$ cat src/rtl/ctrl_pkg.sv
// Shared types and encodings for the RV32I multi-cycle sequencer.
// Holds the FSM/op enums, instruction field constants and the ALU-setup helper.
package ctrl_pkg;

    typedef enum logic [2:0] {
        IDLE,
        FETCH,
        DECODE,
        EXECUTE,
        MEM,
        WRITEBACK,
        HALT
    } state_t;

    typedef enum logic [2:0] {
        OP_ADD,
        OP_SUB,
        OP_ADDI,
        OP_LW,
        OP_BNE,
        OP_ILL
    } op_t;

    localparam logic [6:0] OPC_OP     = 7'b0110011;
    localparam logic [6:0] OPC_OP_IMM = 7'b0010011;
    localparam logic [6:0] OPC_LOAD   = 7'b0000011;
    localparam logic [6:0] OPC_BRANCH = 7'b1100011;

    localparam logic [2:0] F3_ADD = 3'b000;
    localparam logic [2:0] F3_LW  = 3'b010;
    localparam logic [2:0] F3_BNE = 3'b001;

    localparam logic [6:0] F7_ADD = 7'b0000000;
    localparam logic [6:0] F7_SUB = 7'b0100000;

    localparam logic [2:0] ALUCTRL_ADD = 3'b000;
    localparam logic [2:0] ALUCTRL_SUB = 3'b001;

    localparam logic [1:0] IMM_I = 2'b00;
    localparam logic [1:0] IMM_B = 2'b10;

    typedef struct packed {
        logic       imem_req;
        logic       dmem_req;
        logic       reg_write;
        logic [2:0] alu_ctrl;
        logic       alu_src;
        logic [1:0] imm_src;
        logic       result_src;
        logic       pc_src;
        logic       pc_write;
        logic       retire;
        logic       illegal;
    } ctrl_t;

    localparam ctrl_t CTRL_NONE = '0;

    // ALU operand/operation setup for an op; reused in every state that needs the ALU result stable.
    function automatic ctrl_t alu_setup(op_t op);
        ctrl_t c;
        c = CTRL_NONE;
        case (op)
            OP_ADD: c.alu_ctrl = ALUCTRL_ADD;
            OP_SUB: c.alu_ctrl = ALUCTRL_SUB;
            OP_ADDI, OP_LW: begin
                c.alu_ctrl = ALUCTRL_ADD;
                c.alu_src  = 1'b1;
                c.imm_src  = IMM_I;
            end
            OP_BNE: begin
                c.alu_ctrl = ALUCTRL_SUB;
                c.imm_src  = IMM_B;
            end
            default: c = CTRL_NONE;
        endcase
        return c;
    endfunction

endpackage

$ cat src/rtl/multicycle_ctrl_instr_decode.sv
// Combinational instruction classifier: opcode/funct fields of the IR -> op_t.
// Anything outside the supported subset maps to OP_ILL.
module instr_decode
    import ctrl_pkg::*;
(
    input  logic [6:0] opcode,
    input  logic [2:0] funct3,
    input  logic [6:0] funct7,
    output op_t        op
);

    // NOTE: op gets a default before the case so every path assigns it and no latch is inferred.
    always_comb begin
        op = OP_ILL;
        case (opcode)
            OPC_OP: begin
                if (funct3 == F3_ADD && funct7 == F7_ADD) begin
                    op = OP_ADD;
                end else if (funct3 == F3_ADD && funct7 == F7_SUB) begin
                    op = OP_SUB;
                end
            end
            OPC_OP_IMM: if (funct3 == F3_ADD) op = OP_ADDI;
            OPC_LOAD:   if (funct3 == F3_LW)  op = OP_LW;
            OPC_BRANCH: if (funct3 == F3_BNE) op = OP_BNE;
            default:    op = OP_ILL;
        endcase
    end

endmodule

$ cat src/rtl/multicycle_ctrl.sv
// Multi-cycle RV32I control sequencer: fetch over a req/valid port, IR/op registers,
// memory-stall watchdog and state/IR-decoded datapath controls.
module multicycle_ctrl
    import ctrl_pkg::*;
#(
    parameter int DATA_WIDTH = 32,
    parameter int MAX_WAIT   = 16
) (
    input  logic                  clk,
    input  logic                  rst,
    input  logic                  run,
    output logic                  imem_req,
    input  logic                  imem_valid,
    input  logic [DATA_WIDTH-1:0] imem_rdata,
    output logic                  dmem_req,
    input  logic                  dmem_valid,
    input  logic                  EQ,
    output logic [DATA_WIDTH-1:0] instr_q,
    output logic                  RegWrite,
    output logic [2:0]            ALUctrl,
    output logic                  ALUsrc,
    output logic [1:0]            ImmSrc,
    output logic                  ResultSrc,
    output logic                  PCsrc,
    output logic                  PCwrite,
    output logic                  retire,
    output logic                  illegal,
    output logic                  err
);

    localparam int CW = $clog2(MAX_WAIT + 1);

    state_t          state;
    state_t          state_next;
    op_t             op_q;
    op_t             dec_op;
    ctrl_t           ctrl;
    logic [CW-1:0]   wait_cnt;
    logic [CW-1:0]   wait_inc;
    logic            timeout;
    logic            err_q;

    instr_decode u_decode (
        .opcode (instr_q[6:0]),
        .funct3 (instr_q[14:12]),
        .funct7 (instr_q[31:25]),
        .op     (dec_op)
    );

    assign wait_inc = wait_cnt + CW'(1);
    assign timeout  = (wait_inc == CW'(MAX_WAIT));

    // NOTE: reset is synchronous, so it lives inside the clocked branch rather than the sensitivity list.
    always_ff @(posedge clk) begin
        if (rst) begin
            state    <= IDLE;
            instr_q  <= '0;
            op_q     <= OP_ILL;
            wait_cnt <= '0;
            err_q    <= 1'b0;
        end else begin
            // NOTE: state registers use non-blocking assignments so all updates land together at the edge.
            state <= state_next;
            if (state == FETCH && imem_valid) begin
                instr_q <= imem_rdata;
            end
            if (state == DECODE) begin
                op_q <= dec_op;
            end
            // Counter runs only while a request is outstanding; any other state clears it.
            if ((state == FETCH && !imem_valid) || (state == MEM && !dmem_valid)) begin
                wait_cnt <= wait_inc;
            end else begin
                wait_cnt <= '0;
            end
            if (state_next == HALT) begin
                err_q <= 1'b1;
            end
        end
    end

    always_comb begin
        state_next = state;
        ctrl       = CTRL_NONE;
        case (state)
            IDLE: begin
                if (run) state_next = FETCH;
            end
            FETCH: begin
                ctrl.imem_req = 1'b1;
                if (imem_valid) begin
                    state_next = DECODE;
                end else if (timeout) begin
                    state_next = HALT;
                end
            end
            DECODE: begin
                if (dec_op == OP_ILL) begin
                    ctrl.illegal  = 1'b1;
                    ctrl.pc_write = 1'b1;
                    state_next    = run ? FETCH : IDLE;
                end else begin
                    state_next = EXECUTE;
                end
            end
            EXECUTE: begin
                ctrl = alu_setup(op_q);
                case (op_q)
                    OP_BNE: begin
                        ctrl.pc_src   = ~EQ;
                        ctrl.pc_write = 1'b1;
                        ctrl.retire   = 1'b1;
                        state_next    = run ? FETCH : IDLE;
                    end
                    OP_LW:   state_next = MEM;
                    default: state_next = WRITEBACK;
                endcase
            end
            MEM: begin
                ctrl          = alu_setup(op_q);
                ctrl.dmem_req = 1'b1;
                if (dmem_valid) begin
                    state_next = WRITEBACK;
                end else if (timeout) begin
                    state_next = HALT;
                end
            end
            WRITEBACK: begin
                // ALU setup is held so the combinational result being written stays valid.
                ctrl            = alu_setup(op_q);
                ctrl.reg_write  = 1'b1;
                ctrl.result_src = (op_q == OP_LW);
                ctrl.pc_write   = 1'b1;
                ctrl.pc_src     = 1'b0;
                ctrl.retire     = 1'b1;
                state_next      = run ? FETCH : IDLE;
            end
            HALT:    state_next = HALT;
            default: state_next = IDLE;
        endcase
        if (rst) begin
            ctrl = CTRL_NONE;
        end
    end

    assign imem_req  = ctrl.imem_req;
    assign dmem_req  = ctrl.dmem_req;
    assign RegWrite  = ctrl.reg_write;
    assign ALUctrl   = ctrl.alu_ctrl;
    assign ALUsrc    = ctrl.alu_src;
    assign ImmSrc    = ctrl.imm_src;
    assign ResultSrc = ctrl.result_src;
    assign PCsrc     = ctrl.pc_src;
    assign PCwrite   = ctrl.pc_write;
    assign retire    = ctrl.retire;
    assign illegal   = ctrl.illegal;
    assign err       = err_q & ~rst;

endmodule

$ cat config.mk
export PLATFORM = sky130hd
export DESIGN_NAME = multicycle_ctrl
export DESIGN_NICKNAME = d
export VERILOG_FILES = /design/src/rtl/ctrl_pkg.sv /design/src/rtl/multicycle_ctrl_instr_decode.sv /design/src/rtl/multicycle_ctrl.sv
export SDC_FILE = /design/constraint.sdc
export NUM_CORES = 1
export LEC_CHECK = 0
export BUFFER_PORTS_ARGS = -buffer_cell sky130_fd_sc_hd__buf_2
export CORE_UTILIZATION = 40
export CTS_BUF_LIST = sky130_fd_sc_hd__clkbuf_8
export CTS_CLUSTER_DIAMETER = 60
export DETAILED_ROUTE_END_ITERATION = 10
export PLACE_DENSITY_LB_ADDON = 0.05
export SETUP_SLACK_MARGIN = 0.3
export SLEW_MARGIN = 10
export SYNTH_ARGS = -nofsm -noshare
export SYNTH_HDL_FRONTEND = slang
export SYNTH_SLANG_ARGS = --single-unit
$ cat constraint.sdc
create_clock -name clk -period 2.22 [get_ports clk]
set_clock_uncertainty 0.15 [all_clocks]
set_input_delay 0.222 -clock clk [delete_from_list [all_inputs] [get_ports clk]]
set_output_delay 0.222 -clock clk [all_outputs]
set_load 0.02 [all_outputs]
# [Word level (Yosys, flattened, before mapping)]
# Cells that the tools add are included.
# Widths: inputs -> output; s select.
[op_classes] n_addsub=1 n_eq_ne=20 n_mux=25 bitwise_logic=4 n_reduce_logical=14
[ops] cell="$pmux 10 s3" count=1
[ops] cell="$mux 3" count=9
[ops] cell="$pmux 3 s7" count=1
[ops] cell="$eq 3x3->1 const B" count=6
[ops] cell="$eq 3x2->1 const B" count=5
[ops] cell="$eq 7x6->1 const B" count=2
[ops] cell="$mux 14" count=1
[ops] cell="$pmux 3 s4" count=1
[ops] cell="$eq 3x1->1 const B" count=3
[ops] cell="$eq 7x2->1 const B" count=1
[ops] cell="$eq 7x5->1 const B" count=1
[ops] cell="$eq 7x7->1 const B" count=1
[ops] cell="$logic_not 7->1" count=1
[ops] cell="$mux 1" count=7
[ops] cell="$logic_not 3->1" count=2
[ops] cell="$pmux 3 s2" count=1
[ops] cell="$reduce_or 2->1" count=3
[ops] cell="$add 5x1->5 const B" count=1
[ops] cell="$eq 5x5->1 const B" count=1
[ops] cell="$logic_and 1x1->1" count=5
[ops] cell="$mux 2" count=2
[ops] cell="$not 1->1" count=3
[ops] cell="$pmux 1 s3" count=1
[ops] cell="$logic_not 1->1" count=2
[ops] cell="3 further kinds" count=3
[word_totals] regBits=44 inputBits=38 out_inout_bits=47 wordCells=69

# [Longest topological paths before layout]
# Gate-level depths: netlist (run 1).
[depth] ltp_word=9 mapped_depth=7

# [Cells and area by module]
# Synthesis (run 1) repeated with hierarchy kept, for this count alone.
[hier_totals] hier_cells=254 hier_area_um2=1999.4
[modules_own_cells] module="multicycle_ctrl" instances=1 cells_per_inst=237 area_per_inst_um2=1881.8 seq_area_each_um2=880.8
[modules_own_cells] module="instr_decode" instances=1 cells_per_inst=17 area_per_inst_um2=117.6 seq_area_each_um2=0.0

# [Worst setup path after synthesis (run 1)]
# Ideal clock, no wire load.
[synth_timing] path_kind="register to output" startpoint="register op_q[2]" endpoint="output PCwrite" arrival_ps=1608 t_required_ps=1848 slack_ps=240 stages_incl_launch_ff=5 path_buffers=0 cell_sequence="dfxtp_1 > or3b_1 > or3_4 > a21oi_2 > o21bai_2"
[synth_between] elab_chain_cells=4
[synth_rtl] element="start: declaration" line="multicycle_ctrl.sv:35" source="op_t op_q;"
[synth_rtl] element="start signal: assignment" line="multicycle_ctrl.sv:68" source="op_q <= dec_op;"
[synth_rtl] element="$eq 3x3->1" line="multicycle_ctrl.sv:108" source="case (op_q)"
[synth_rtl] element="$mux 3" line="multicycle_ctrl.sv:108"
[synth_rtl] element="$pmux 1 s3" line="multicycle_ctrl.sv:85" source="case (state)"
[synth_rtl] element="$mux 14" line="multicycle_ctrl.sv:141" source="if (rst) begin"
[synth_rtl] element="end: declaration" line="multicycle_ctrl.sv:25" source="output logic PCwrite,"
# Every way passes these cells.

# [Worst setup path in the final report (run 1)]
[layout_timing] startpoint="register op_q[1]" endpoint="output PCwrite"
# Same word-level chain as after synthesis.

==> impl_metrics.toml, run 1 <==
[setup_path]
end_kind = "output pin"
cp-start-kind = "flop"
crit_fanout = 2
cp.required_ps = 1850
cp-startpoint = "op_q[1]"
worst_r2r_path_depth = 6
reg2reg_setup_slack_ps = 400
reg2reg_to = "state[1]"
r2r_start = "instr_q[2]"
critical_path_class = "reg -> out"
arrival_ps = 1830

[synthesis]
seq_area_frac_synth_pct = 44.0
syn_inst = 257
synth_top_area_share_pct = 44.0
synth_top_area_cell = "dfxtp_1"
syn_area_mm2 = 0.00200
synth-edff-count = 0
ys_types = 47
synthArstFlopShare_pct = 0
yosysWarnings = 0
avgSynthCellArea_um2 = 7.78
ys_ff_latch = 44
ys.flop_type = "dfxtp_1"
synthTopCellsByArea = "dfxtp_1 (44%), nand2_1 (14%), a21oi_1 (9.3%)"

[worst_hold_path]
hp-start = "imem_rdata[13]"
worstHoldPathCells = 3
hp-class = "in -> reg"
hold_path_end = "instr_q[13]"

[clock_tree]
clock_latency_ps = 290
root_buffer = "clkbuf_8"
cts_tree = "built"
clockBufferDepth = 2
cts_buffers = 5
htreeDepth = 2
clk_pin_slew_ps = 80
clock-sinks = 44

[cells_and_area]
area_growth_pct = 42.0
drive_above_1_share_pct = 37.9
fin_area_mm2 = 0.00284
antenna-diode-count = 0
final_cells = 423
layout_commonest_cell = "buf_2"
final_cell_mix = "buf_2 (75), nand2_1 (72), a21oi_1 (37), dfxtp_1 (36), buf_4 (20)"
fin_nets = 395

[floorplanning]
io_pins = 85
core_mm2 = 0.00475
die_h_um = 72.7
die_area_mm2 = 0.00529
die_w_um = 72.7
start_util_pct = 42.1
num_rows = 25

[status]
status = "finished, final reports clean"

[placement]
postPlaceCellArea_mm2 = 0.00247
gp_congestion = 0.731
pre_cts_ws_ps = 240
dp_hpwl_um = 3470
dp_cells = 397
port_buffers = 81

[global_route]
grt.overflow.total = 0
antenna_found_initial = 0
grt_usage_pct = 20.9
grt_pass1_wl_um = 8670
grtUsageMet3_pct = 5.11
use_met1_pct = 24.6
top_usage_layer = "met2"
grt_use_met2_pct = 36.8
grt_pass1_vias = 2014
grt_max_degree = 25

[drt]
totalWireLength_um = 5230
ant_nets = 0
vias = 2081
drtPass1Iterations = 4
drcViolationCount = 0
viasPerCell = 4.92
drt_iter0_markers = 79
wl_per_cell_um = 12.4

[power_and_ir_drop]
finalPower_w = 0.00173
power_density_mw_per_mm2 = 608
ir_worst_vdd_v = 0.000426
p_leak_nw = 1.21

[timing]
fin_crit_sh_pct = 99.4
tightest_slew_ps = 523
clock.fmax_mhz = 453
hold_ws_ps = 7.23
slew_headroom_pct = 64.7
period_needed_ps = 2210
finalHoldViolations = 0
final_max_slew_viol_count = 0
final-setup-viol-count = 0
rsz0062_at_grt = "true"
setup_slack_ps = 13.2

[run]
max_cap_violations = 0
## worst max-delay path, stage by stage, from the launching register on
cell and delay (ps):
dfxtp_4 350, or3b_4 390, or3_4 400, a21oi_4 140
o21bai_4 140, buf_6 130
## where the power goes
group | leakage (nW) | total, W | internal, W | switching, W
Sequential | 0.360 | 0.000879 | 0.000833 | 0.0000463
Clock | 0.0400 | 0.000480 | 0.000213 | 0.000267
Combinational | 0.815 | 0.000368 | 0.000151 | 0.000218
## per-stage QoR
step	TNS [ps]	util [%]
after detailed placement	0	51.9
after CTS	0	58.6
after floorplan	0	-
after global routing	-64.8	59.7
final	0	59.7
after global placement	0	51.9
## Yosys cell counts, types with 2 or more instances
cell / instances
clkbuf_8: 2
xnor2_1: 2
nor2b_1: 2
nand2_1: 72
nor2_1: 16
clkbuf_1: 8
xor2_1: 3
a21oi_2: 2
o31ai_1: 2
o21ai_0: 2
nor3_1: 9
inv_1: 4
or2_2: 2
buf_4: 3
dfxtp_1: 44
buf_2: 3
nand3_1: 6
a211o_1: 3
a21oi_1: 37
nand2b_1: 3
a211oi_1: 2
a31oi_1: 5
## layer usage
| layer | share of wire, % | vias up |
|---|---|---|
| met1 | 45 | 953 |
| met3 | 5.0 | 9 |
| li1 | - | 1063 |
| met4 | 1.4 | 0 |
| met2 | 48 | 56 |
| met5 | 0 | - |
## worst max-delay path by stage
stage                          to  slack (ps)  depth (start not counted)
after CTS                 PCwrite          20                          5
after floorplan           PCwrite         290                          4
final                     PCwrite          10                          5
after detailed placement  PCwrite         240                          5
after global routing      illegal         -40                          6
after global placement    PCwrite         270                          5
## kinds of logic (layout without fill, tap and decap cells)
kind of cell,count (synthesis),after routing,share of synthesized area [%]
AO/OA/AOI/OAI,61,61,18.7
XOR/XNOR,5,5,2.19
adder cells (fa/ha/maj),1,1,0.625
buffers and inverters,22,119,6.25
flip-flops,44,44,44.0
other,1,3,0.187
AND/OR/NAND/NOR,123,123,28.0
## timing repair
action,CTS,global route
endpoints found under the hold margin,9,0
pin swaps,9,3
buffers inserted,8,2
resized for setup,22,12
endpoints found under the setup margin,10,30
hold buffers,9,0
## cell type report
class / instances / area, um^2
clock buffer: 5 / 68.8
clock inverter: 2 / 12.5
fill: 463 / 1910
inverter: 5 / 18.8
multi-input combinational: 193 / 1100
sequential: 44 / 896
tap: 67 / 83.8
timing repair buffer: 107 / 658
## sequential cells by signal (all words and copies together), names as in the netlist
name,count
op_q,3
instr_q,32
wait_cnt,5
state,3
err_q,1
Power figures use the tool's default switching activity.
==> run 2: changes to the inputs <==
==> constraint.sdc (replaced) <==
create_clock -name clk -period 2.22 [get_ports clk]
set_clock_uncertainty 0.15 [all_clocks]
set_input_delay 0.222 -clock clk [delete_from_list [all_inputs] [get_ports clk]]
set_output_delay 0.222 -clock clk [all_outputs]
set_load 0.005 [all_outputs]
==> run 2 against run 1 <==
Core utilization is 0.18 points lower. Power grew 7.2%. Wire length shrank 2.4%. Fmax increased by 4.9%. Clock power increased by 36%.
==> impl_metrics.toml, run 2 (same netlist as run 1, synthesis figures left out) <==
[setup_path]
r2r_start = "instr_q[27]"
crit_fanout = 3
critical_path_class = "reg -> out"
end_kind = "output pin"
crit_slowest_cell = "dfxtp_2"
cp-start-kind = "flop"
cp.required_ps = 1850
reg2reg_to = "state[0]"
path_cells = "nor4_4 > nand3_2 > a211oi_2 > or2_4 > o21bai_2 > buf_2"
reg2reg_setup_slack_ps = 280
crit_path_max_incr_delay_ps = 350
path_buf_inv = 1
cp-startpoint = "instr_q[27]"
worst_r2r_path_depth = 6
crit_family = "simple AND/OR/NAND/NOR gates"
arrival_ps = 1730

[floorplanning]
die_area_mm2 = 0.00529
die_w_um = 72.7
num_rows = 25
core_mm2 = 0.00475
start_util_pct = 42.1
die_h_um = 72.7
io_pins = 85

[worst_hold_path]
hold_path_end = "instr_q[27]"
hp-start = "imem_rdata[27]"
worstHoldPathCells = 3
hp-class = "in -> reg"

[placement]
postPlaceCellArea_mm2 = 0.00242
dp_hpwl_um = 3400
dp_cells = 394
gp_congestion = 0.735
port_buffers = 81

[run]
max_cap_violations = 0

[power_and_ir_drop]
ir_worst_vdd_v = 0.000385
finalPower_w = 0.00185
power_density_mw_per_mm2 = 654
p_leak_nw = 1.23

[cells_and_area]
final_cells = 424
drive_above_1_share_pct = 38.7
fin_nets = 395
antenna-diode-count = 0
largest_reg_flops = 32
area_growth_pct = 41.5
final_cell_mix = "buf_2 (81), nand2_1 (70), a21oi_1 (37), dfxtp_1 (32)"
reg_top3 = "instr_q x32, wait_cnt x5"
fin_area_mm2 = 0.00283
layout_commonest_cell = "buf_2"
regMostFlops = "instr_q"

[status]
status = "finished, final reports clean"

[clock_tree]
root_buffer = "clkbuf_8"
clock-sinks = 44
clockBufferDepth = 2
clock_latency_ps = 290
cts_tree = "built"
cts_buffers = 5
htreeDepth = 2
clk_pin_slew_ps = 90

[timing]
fin_crit_sh_pct = 94.7
setup-tns-final_ps = 0
rsz0062_at_grt = "true"
clock.fmax_mhz = 476
tightest_slew_ps = 518
final-setup-viol-count = 0
hold_ws_ps = 6.01
slew_headroom_pct = 65.0
finalHoldViolations = 0
final_max_slew_viol_count = 0
period_needed_ps = 2100

[drt]
ant_nets = 0
viasPerCell = 4.94
totalWireLength_um = 5100
drtPass1Iterations = 4
drt_iter0_markers = 102
wl_per_cell_um = 12.0
vias = 2093
drcViolationCount = 0

[global_route]
grt_max_degree = 33
grt.overflow.total = 0
grt_pass1_wl_um = 8300
antenna_found_initial = 0
grt_pass1_vias = 1923
grt_usage_pct = 20.0
[run 2: cell count changes in the layout (fill, tap and decap cells not counted), moves of 2 or more]
cell     delta
nand2_2     +2
buf_4       -4
buf_6       -2
buf_2       +6
dfxtp_1     -4
nand2_1     -2
dfxtp_2     +4
[run 2: through the flow]
stage	util [%]	setup slack, ps
after floorplan	-	456
after global placement	50.9	340
after detailed placement	50.9	310
after CTS	57.9	103
after global routing	59.6	46.6
final	59.6	117
[run 2: layer usage]
layer | up-vias | track usage (%) | share of wire, %
met5 | - | 0 | 0
li1 | 1063 | - | -
met2 | 60 | 33.6 | 49
met3 | 7 | 4.42 | 5.7
met4 | 0 | 6.54 | 0.96
met1 | 963 | 25.3 | 44
[run 2: worst min-delay path, stage by stage]
cell and delay, ps:
buf_2 90, nand2_1 40, a21oi_1 50
[run 2: repair_timing]
item,CTS,global route
endpoints found under the setup margin,7,12
hold buffers,10,0
resized for setup,16,13
pin swaps,5,6
endpoints found under the hold margin,10,0
buffers inserted,7,5
gates cloned,0,0
[run 2: worst max-delay path by stage]
stage                   end  depth (start not counted)
CTS                 PCwrite                          5
floorplan           PCwrite                          4
detailed placement  PCwrite                          5
global placement    PCwrite                          5
finish              PCwrite                          6
global route        PCwrite                          6
[run 2: final cells by class]
cell class / instances / area [um^2]
fill: 479 / 1920
multi-input combinational: 193 / 1080
sequential: 44 / 901
timing repair buffer: 107 / 626
tap: 67 / 83.8
clock buffer: 6 / 82.6
clock inverter: 2 / 38.8
inverter: 5 / 18.8
[run 2: report_power, final]
part | switching, W | leakage, nW | total [W] | internal [W]
clock network | 0.000286 | 0.0614 | 0.000654 | 0.000368
logic | 0.000168 | 0.812 | 0.000318 | 0.000150
registers | 0.0000447 | 0.362 | 0.000879 | 0.000835
==> run 3: changes to the inputs <==
--- a/config.mk
+++ b/config.mk
@@ -6,10 +6,13 @@
 export NUM_CORES = 1
 export LEC_CHECK = 0
 export BUFFER_PORTS_ARGS = -buffer_cell sky130_fd_sc_hd__buf_2
-export CORE_UTILIZATION = 40
+export CELL_PAD_IN_SITES_DETAIL_PLACEMENT = 0
+export CELL_PAD_IN_SITES_GLOBAL_PLACEMENT = 1
+export CORE_UTILIZATION = 34
 export CTS_BUF_LIST = sky130_fd_sc_hd__clkbuf_8
 export CTS_CLUSTER_DIAMETER = 60
 export DETAILED_ROUTE_END_ITERATION = 10
+export GPL_TIMING_DRIVEN = 1
 export PLACE_DENSITY_LB_ADDON = 0.05
 export SETUP_SLACK_MARGIN = 0.3
 export SLEW_MARGIN = 10
==> run 3 against run 2 <==
Sequential power grew 0.6%. Clock-buffer cell count shrank 1. Final cell count up 2.1%. Sequential share of layout area shrank 0.26 points. Register-to-register slack better by 30 ps. First-iteration DRC count is 25% lower. Critical path depth unchanged. Flip-flop and latch count did not move.
==> impl_metrics.toml, run 3 (same netlist as run 1, synthesis figures left out) <==
[placement]
gp_congestion = 0.790
dp_hpwl_um = 3760
pre_cts_ws_ps = 284
port_buffers = 81

[drt]
ant_nets = 0
drtPass1Iterations = 4
vias = 2098
viasPerCell = 4.85
wl_per_cell_um = 12.7
drcViolationCount = 0
drt_iter0_markers = 77
totalWireLength_um = 5520

[setup_path]
reg2reg_to = "op_q[2]"
path_cells = "nor4b_1 > a31oi_1 > a211oi_2 > or2_4 > o21bai_2 > buf_2"
cp-endpoint = "PCwrite"
path_buf_inv = 1
crit_cells = 6
worst_r2r_path_depth = 7
crit_slowest_cell = "dfxtp_2"
cp-start-kind = "flop"
crit_path_max_incr_delay_ps = 360
cp.required_ps = 1850
crit_family = "compound AO/OA/AOI/OAI gates"
cp-startpoint = "instr_q[13]"
r2r_start = "instr_q[3]"
crit_fanout = 6
end_kind = "output pin"
reg2reg_setup_slack_ps = 310
arrival_ps = 1750
critical_path_class = "reg -> out"

[clock_tree]
clock-sinks = 44
clk_pin_slew_ps = 80
htreeDepth = 2
clockBufferDepth = 2
clock_latency_ps = 290
cts_tree = "built"
cts_buffers = 5
root_buffer = "clkbuf_8"

[cells_and_area]
reg_top3 = "instr_q x32, wait_cnt x5"
regMostFlops = "instr_q"
fin_nets = 399
layout_commonest_cell = "buf_2"
drive_above_1_share_pct = 38.2
antenna-diode-count = 0
final_cell_mix = "buf_2 (81), nand2_1 (71), a21oi_1 (37), dfxtp_1 (30)"
largest_reg_flops = 32
post-route-util_pct = 51.5
area_growth_pct = 43.5

[floorplanning]
die_area_mm2 = 0.00620
io_pins = 85
core_mm2 = 0.00557
die_h_um = 78.7
die_w_um = 78.7
num_rows = 27
start_util_pct = 35.9

[global_route]
grt_usage_pct = 18.5
grt.overflow.total = 0
antenna_found_initial = 0
grt_max_degree = 32
grt_pass1_wl_um = 9080
grt_pass1_vias = 2013

[timing]
setup-tns-final_ps = 0
setup_slack_ps = 93.2
final-setup-viol-count = 0
finalHoldViolations = 0
clock.fmax_mhz = 470
hold_ws_ps = 4.29
period_needed_ps = 2130
rsz0062_at_grt = "true"
final_max_slew_viol_count = 0
fin_crit_sh_pct = 95.8

[power_and_ir_drop]
power_density_mw_per_mm2 = 626
p_leak_nw = 1.26
finalPower_w = 0.00180
ir_worst_vdd_v = 0.000351

[status]
status = "finished, final reports clean"

[run]
max_cap_violations = 0

[worst_hold_path]
hp-class = "in -> reg"
## run 3: cell count changes in the layout (fill, tap and decap cells not counted), sizes merged
cell         before  now
inv               5    6
dlygate4sd3      10   13
buf              97   98
clkbuf            6    5
## run 3: routing by layer
| layer | global-route usage [%] | part of all wire (%) | up-vias |
|---|---|---|---|
| li1 | - | - | 1068 |
| met1 | 22.8 | 48 | 964 |
| met2 | 31.9 | 46 | 60 |
| met3 | 4.14 | 5.4 | 6 |
| met4 | 5.56 | 1.1 | 0 |
| met5 | 0 | 0 | - |
## run 3: what timing repair did
| item | CTS | global route |
|---|---|---|
| gates cloned | 0 | 0 |
| hold endpoints to repair | 12 | 1 |
| buffers inserted | 8 | 4 |
| gates resized for setup | 21 | 9 |
| setup endpoints to repair | 7 | 12 |
| pin swaps | 6 | 5 |
| hold buffers | 12 | 1 |
## run 3: layout make-up
class                           count  area [um^2]
Clock buffer                        5         68.8
Timing Repair Buffer              111          676
Multi-Input combinational cell    193         1070
Clock inverter                      3         38.8
Sequential cell                    44          906
Tap cell                           72         90.1
Fill cell                         582         2700
Inverter                            5         18.8
## run 3: power breakdown
group	leakage, nW	total, W	switching (W)	internal (W)
Combinational	0.834	0.000323	0.000166	0.000157
Clock	0.0593	0.000590	0.000261	0.000329
Sequential	0.363	0.000884	0.0000491	0.000835
Total	1.26	0.00180	0.000476	0.00132
## run 3: stage by stage
step | cells | instance area, um^2
floorplan | 259 | 2010
global placement | 400 | 2450
detailed placement | 400 | 2450
CTS | 428 | 2810
global route | 433 | 2870
finish | 433 | 2870
## run 3: worst min-delay path by stage
stage | cells after the start | endpoint | slack, ps | startpoint
6_report | 3 | instr_q[4] | 4 | imem_rdata[4]
5_1_grt | 3 | instr_q[21] | 4 | imem_rdata[21]
4_1_cts | 3 | instr_q[14] | 0.003 | imem_rdata[14]
3_5_place_dp | 2 | instr_q[9] | 290 | instr_q[9]
3_3_place_gp | 2 | instr_q[8] | 290 | instr_q[8]
2_1_floorplan | 2 | instr_q[10] | 210 | imem_rdata[10]
## run 3: worst min-delay path, delay by kind of cell
family	cells	cell delay (ps)
simple gates	1	50
compound gates	1	50
buf+inv	1	90
